[src/rtl/fetch_unit_if.sv]
// Instruction-memory request/response bus between the fetch stage (master)
// and instruction memory (slave); one request outstanding at a time.
interface fetch_unit_if #(
  parameter int WIDTH = 32
);
  logic             req;
  logic [WIDTH-1:0] addr;
  logic             rvalid;
  logic [WIDTH-1:0] rdata;

  modport master (output req, output addr, input rvalid, input rdata);
  modport slave  (input req, input addr, output rvalid, output rdata);
endinterface

[src/rtl/fetch_unit.sv]
// Instruction-fetch stage: owns the PC, issues single-outstanding imem requests,
// applies EX redirects and drops stale responses. FETCH_PERF_CNT_EN adds a wait-cycle counter.
module fetch_unit #(
  parameter int               WIDTH     = 32,
  parameter logic [WIDTH-1:0] RESET_PC  = {WIDTH{1'b0}},
  parameter logic [WIDTH-1:0] NOP_INSTR = WIDTH'(32'h0000_0013)
) (
  input  logic              clk,
  input  logic              rst,
  input  logic              stall_if,
  input  logic              redirect_valid,
  input  logic [WIDTH-1:0]  redirect_pc,
  fetch_unit_if.master      imem,
  output logic [WIDTH-1:0]  instr_if,
  output logic [WIDTH-1:0]  pc_if,
  output logic [WIDTH-1:0]  pc_plus4_if,
`ifdef FETCH_PERF_CNT_EN
  output logic [31:0]       fetch_wait_cycles,
`endif
  output logic              fetch_valid
);

  typedef enum logic [1:0] {
    ST_FETCH = 2'd0,
    ST_WAIT  = 2'd1,
    ST_VALID = 2'd2,
    ST_DROP  = 2'd3
  } state_t;

  localparam logic [WIDTH-1:0] PC_STEP = WIDTH'(32'd4);

  state_t           state_r, state_nxt_s;
  logic [WIDTH-1:0] pc_r, pc_nxt_s, pc_plus4_s;
  logic [WIDTH-1:0] ibuf_r;
  logic             ibuf_ld_s;
  logic             req_s;
  logic [WIDTH-1:0] addr_s;
  logic             valid_s;

  assign pc_plus4_s = pc_r + PC_STEP;

  // State, PC and instruction buffer registers
  always_ff @(posedge clk or posedge rst) begin
    if (rst) begin
      state_r <= ST_FETCH;
      pc_r    <= RESET_PC;
      ibuf_r  <= NOP_INSTR;
    end else begin
      state_r <= state_nxt_s;
      pc_r    <= pc_nxt_s;
      if (ibuf_ld_s) begin
        ibuf_r <= imem.rdata;
      end else begin
        ibuf_r <= ibuf_r;
      end
    end
  end

  // Next-state, request and output qualifier logic; redirect overrides everything
  always_comb begin
    state_nxt_s = state_r;
    pc_nxt_s    = pc_r;
    ibuf_ld_s   = 1'b0;
    req_s       = 1'b0;
    addr_s      = pc_r;
    valid_s     = 1'b0;
    if (redirect_valid) begin
      pc_nxt_s = redirect_pc;
      case (state_r)
        // A response arriving with the redirect retires the stale request
        ST_WAIT:  state_nxt_s = imem.rvalid ? ST_FETCH : ST_DROP;
        ST_DROP:  state_nxt_s = imem.rvalid ? ST_FETCH : ST_DROP;
        ST_FETCH: state_nxt_s = ST_FETCH;
        ST_VALID: state_nxt_s = ST_FETCH;
        default:  state_nxt_s = ST_FETCH;
      endcase
    end else begin
      case (state_r)
        ST_FETCH: begin
          req_s       = 1'b1;
          state_nxt_s = ST_WAIT;
        end
        ST_WAIT: begin
          if (imem.rvalid) begin
            ibuf_ld_s   = 1'b1;
            state_nxt_s = ST_VALID;
          end else begin
            state_nxt_s = ST_WAIT;
          end
        end
        ST_VALID: begin
          valid_s = 1'b1;
          if (stall_if) begin
            state_nxt_s = ST_VALID;
          end else begin
            req_s       = 1'b1;
            addr_s      = pc_plus4_s;
            pc_nxt_s    = pc_plus4_s;
            state_nxt_s = ST_WAIT;
          end
        end
        ST_DROP: begin
          if (imem.rvalid) begin
            state_nxt_s = ST_FETCH;
          end else begin
            state_nxt_s = ST_DROP;
          end
        end
        default: state_nxt_s = ST_FETCH;
      endcase
    end
  end

  assign imem.req    = req_s & ~rst;
  assign imem.addr   = addr_s;
  assign fetch_valid = valid_s;
  assign instr_if    = valid_s ? ibuf_r : NOP_INSTR;
  assign pc_if       = pc_r;
  assign pc_plus4_if = pc_plus4_s;

`ifdef FETCH_PERF_CNT_EN
  logic [31:0] wait_cnt_r;

  // Saturating count of cycles spent waiting on or draining imem responses
  always_ff @(posedge clk or posedge rst) begin
    if (rst) begin
      wait_cnt_r <= 32'd0;
    end else if (((state_r == ST_WAIT) || (state_r == ST_DROP)) && (wait_cnt_r != 32'hFFFF_FFFF)) begin
      wait_cnt_r <= wait_cnt_r + 32'd1;
    end else begin
      wait_cnt_r <= wait_cnt_r;
    end
  end

  assign fetch_wait_cycles = wait_cnt_r;
`endif

endmodule

[src/flat_wrapper.sv]
// flat-port wrapper written by rule: the top's interface ports become plain ports
module fetch_unit_flat 
#(
  parameter int               WIDTH     = 32,
  parameter logic [WIDTH-1:0] RESET_PC  = {WIDTH{1'b0}},
  parameter logic [WIDTH-1:0] NOP_INSTR = WIDTH'(32'h0000_0013)
)
  (clk, rst, stall_if, redirect_valid, redirect_pc, instr_if, pc_if, pc_plus4_if, fetch_valid, imem_req, imem_addr, imem_rvalid, imem_rdata);
  fetch_unit_if #(.WIDTH(WIDTH)) imem_i ();
  input  logic clk;
  input  logic rst;
  input  logic stall_if;
  input  logic redirect_valid;
  input  logic [WIDTH-1:0] redirect_pc;
  output logic [WIDTH-1:0] instr_if;
  output logic [WIDTH-1:0] pc_if;
  output logic [WIDTH-1:0] pc_plus4_if;
  output logic fetch_valid;
  output wire logic [$bits(imem_i.req)-1:0] imem_req;
  output wire logic [$bits(imem_i.addr)-1:0] imem_addr;
  input wire logic [$bits(imem_i.rvalid)-1:0] imem_rvalid;
  input wire logic [$bits(imem_i.rdata)-1:0] imem_rdata;
  assign imem_req = imem_i.req;
  assign imem_addr = imem_i.addr;
  assign imem_i.rvalid = imem_rvalid;
  assign imem_i.rdata = imem_rdata;
  fetch_unit #(.WIDTH(WIDTH), .RESET_PC(RESET_PC), .NOP_INSTR(NOP_INSTR)) u_core (.clk(clk), .rst(rst), .stall_if(stall_if), .redirect_valid(redirect_valid), .redirect_pc(redirect_pc), .imem(imem_i), .instr_if(instr_if), .pc_if(pc_if), .pc_plus4_if(pc_plus4_if), .fetch_valid(fetch_valid));
endmodule
[config.mk]
export PLATFORM = sky130hd
export DESIGN_NAME = fetch_unit_flat
export DESIGN_NICKNAME = d
export VERILOG_FILES = /design/src/rtl/fetch_unit_if.sv /design/src/rtl/fetch_unit.sv /design/src/flat_wrapper.sv
export SDC_FILE = /design/constraint.sdc
export NUM_CORES = 1
export LEC_CHECK = 0
export BUFFER_PORTS_ARGS = -buffer_cell sky130_fd_sc_hd__clkbuf_2
export CORE_UTILIZATION = 45
export CTS_BUF_LIST = sky130_fd_sc_hd__clkbuf_8 sky130_fd_sc_hd__clkbuf_16
export CTS_CLUSTER_DIAMETER = 40
export CTS_CLUSTER_SIZE = 24
export DETAILED_ROUTE_END_ITERATION = 10
export PLACE_DENSITY = 0.76
export SLEW_MARGIN = 5
export SYNTH_ARGS = -nofsm -noshare
export SYNTH_HDL_FRONTEND = slang
export SYNTH_SLANG_ARGS = --single-unit
export TNS_END_PERCENT = 100
[constraint.sdc]
create_clock -name clk -period 3.5 [get_ports clk]
set_input_delay 0.7 -clock clk [delete_from_list [all_inputs] [get_ports clk]]
set_output_delay 0.7 -clock clk [all_outputs]
set_load 0.01 [all_outputs]
==> reports/results.ini <==
[synthesis]
syn_inst=497
yosys_register_bits=66
synth_cell_types=55
synth-main-ff-cell=dfrtp_1
synth_fa_ha_area_frac=0.00271
synthMuxAreaShare=0.0877
synthXorXnorAreaFrac=0.129
synth_top_family_by_area=simple AND/OR/NAND/NOR gates
syn_avg_cell_area_um2=9.27
syn-num-nets=567
synth_edf_count=0
ys_seq_area_frac=0.359
syn_area_um2=4610
synth_compound_area_frac=0.0689
postSynth.asyncResetShare=1.00
synth_warnings=0
synth_simple_gate_area_frac=0.252

[final_layout]
multi_input_area_um2=2520
syn_to_final_growth_pct=23.0
seqCellArea_um2=1660
layout-drive-gt1-share=0.422
diodes=0
nets=733
fillCellCount=914

[power]
power_density_nw_per_um2=446
ir_drop_mv=0.306
p_leak_uw=0.00258

[clock_network]
numClockSinks=66
root_buffer=clkbuf_8
cts_made_buffers=9
cts_buffer_depth=2
path_clk_slew_ns=0.07
cts_tree=done
cts_hold_buf=0
clk_latency_ns=0.34
htree_levels=3

[grt]
grt_use_met3=0.0706
grt_pass1_wl_um=19300
overflow=0
grt_max_degree=39
grtUsageTotal=0.240
grt_busiest_layer=met2
grt_pass1_vias=3894
gr-usage-met1=0.286
antenna_found_initial=0
grt_use_met2=0.401

[floorplanning]
rows=36
io_pins=199
core_um2=9860
design.die.area_um2=10700
start_util=0.467
die_h_um=103
fp.dieW_um=103

[timing]
tns_ns=0
hold_viol=0
fin_skew_ns=0.00485
worst_pin_slew_ns=0.968
clock.fmax_mhz=300
rsz0062_at_grt=false
slew_headroom=0.354
min_period_ns=3.33
timing.final.crit_share=0.952
worst_slack_ns=0.169
slew_viol_final=0
report.final.setup_viol=0

[setup_path]
reg2reg_depth=6
cp_slowest_cell=dfrtp_1
cp.required_ns=2.80
cpPeakStageDelay_ns=0.50
worstPathCellList=ha_1 > nand3_1 > or4_1 > buf_4 > nor4_1 > xor2_1 > clkbuf_2
path_class=reg2out
end_kind=primary output
worstSetupStartpointType=flip-flop
crit_fanout=24
arrival_ns=2.63

[detailed_routing]
drtIter0Drc=221
routed_wl_um=12800
drcViolationCount=0
drtAntennaViolNets=0
first_pass_iters=5
routed_via_density=5.40
drt-wirelength-per-cell_um=16.0
vias=4322

[placed_design]
gp_congestion=0.877
pre_cts_slack_ns=0.491
dp_hpwl_um=9550
port_buffers=198

[run_status]
run_status=finished, final reports clean

[flow_run]
cap_viol_max_count=0

[worst_hold_path]
hp-class=in2async

state kept, by name, summed over array words and instances, names as in the netlist:
| register | count |
|---|---|
| u_core.state_r | 2 |
| u_core.ibuf_r | 32 |
| u_core.pc_if | 32 |
routing by layer:
layer	vias to the layer above	wire length [µm]
met2	226	6230
met4	0	224
li1	2035	-
met5	-	0
met3	17	1160
met1	2044	5180
final cells by class:
type	count	area share
repair buffers	213	0.195
clock inverters	5	0.00816
clock buffers	11	0.0267
well taps	133	0.0293
multi-input cells	365	0.444
flip-flops and latches	66	0.292
inverters	8	0.00529
critical path, delay by kind of cell, from the launching register on:
family        cells  cell delay [ns]
flops             1             0.50
xor+xnor          1             0.17
buf+inv           2             0.38
simple gates      3             0.95
fa+ha+maj         1             0.29
Yosys cell counts, types with 2 or more instances:
cell | n | area (µm²)
xnor2_1 | 46 | 403
dlygate4sd1_1 | 2 | 17.5
clkbuf_1 | 15 | 56.3
dfrtp_1 | 63 | 1580
or3_1 | 5 | 31.3
nand2b_1 | 5 | 31.3
nand4b_1 | 3 | 26.3
o21ai_0 | 15 | 75.1
or4_1 | 9 | 67.6
a31oi_1 | 15 | 93.8
nand4_1 | 16 | 100
nand2_1 | 48 | 180
inv_1 | 8 | 30.0
dfstp_2 | 3 | 78.8
buf_2 | 5 | 25.0
mux2_2 | 35 | 394
buf_4 | 10 | 75.1
nand3_1 | 16 | 80.1
xor2_1 | 22 | 193
clkbuf_2 | 2 | 10.0
and4_1 | 2 | 17.5
buf_6 | 13 | 146
o31ai_1 | 8 | 60.1
or2_2 | 2 | 12.5
o41ai_1 | 2 | 17.5
nor4_1 | 11 | 68.8
nor4_2 | 2 | 25.0
nor2_1 | 36 | 135
nor3_1 | 13 | 65.1
clkbuf_8 | 4 | 55.1
and3_1 | 3 | 18.8
buf_1 | 5 | 18.8
and2_1 | 31 | 194
cells by family (layout without fill, tap and decap cells):
| family | count (synthesis) | after routing |
|---|---|---|
| AO/OA/AOI/OAI | 49 | 49 |
| XOR/XNOR | 68 | 68 |
| adder cells (fa/ha/maj) | 1 | 1 |
| buffers and inverters | 66 | 237 |
| flip-flops | 66 | 66 |
| multiplexers | 36 | 36 |
| AND/OR/NAND/NOR | 211 | 211 |
metrics by stage:
step	cells	hold WS [ns]	power [µW]	instance area, µm²	util
finish	801	0.454	2530	5670	0.575
global route	801	0.516	2680	5670	0.575
CTS	801	0.478	2540	5670	0.574
detailed placement	785	0.488	1890	5470	0.554
global placement	785	0.480	1850	5470	0.554
floorplan	497	0.472	1650	4610	-
placed cells by master, fill, tap and decap left out, types with 2 or more instances in the layout:
master / count
a31oi_1: 15
and2_1: 31
and3_1: 3
and4_1: 2
buf_4: 15
clkbuf_2: 198
clkbuf_8: 11
dfrtp_1: 63
dfstp_2: 3
inv_1: 10
mux2_2: 35
nand2_1: 48
nand2b_1: 5
nand3_1: 16
nand4_1: 16
nand4b_1: 3
nor2_1: 36
nor3_1: 13
nor3b_2: 2
nor4_1: 8
nor4_2: 5
o21ai_0: 15
o31ai_1: 8
o41ai_1: 2
or2_2: 2
or3_1: 5
or4_1: 9
xnor2_1: 46
xor2_1: 22
power breakdown:
part | internal, µW | switching, µW | total [µW] | leakage [µW]
combinational | 366 | 333 | 700 | 0.00169
sequential | 988 | 186 | 1170 | 0.000774
clock | 360 | 294 | 654 | 0.000113
total | 1710 | 814 | 2530 | 0.00258
what timing repair did:
action,in CTS,in global routing
resized for setup,0,1
setup endpoints to repair,0,1
buffers inserted,0,0
final timing paths:
check | start | end | slack (ns)
max in group asynchronous | rst | u_core.ibuf_r[4]$_DFFE_PP1P_ | 2.23
setup reg to reg | u_core.pc_if[2]$_DFF_PP0_ | u_core.pc_if[16]$_DFF_PP0_ | 1.06
setup / recovery | u_core.pc_if[2]$_DFF_PP0_ | imem_addr[24] | 0.17
hold / removal | rst | u_core.ibuf_r[7]$_DFFE_PP0P_ | 0.45
hold reg to reg | u_core.ibuf_r[19]$_DFFE_PP0P_ | u_core.ibuf_r[19]$_DFFE_PP0P_ | 0.50
min in group clk | u_core.ibuf_r[19]$_DFFE_PP0P_ | u_core.ibuf_r[19]$_DFFE_PP0P_ | 0.50
No activity file was read; power rests on OpenSTA's default activity.
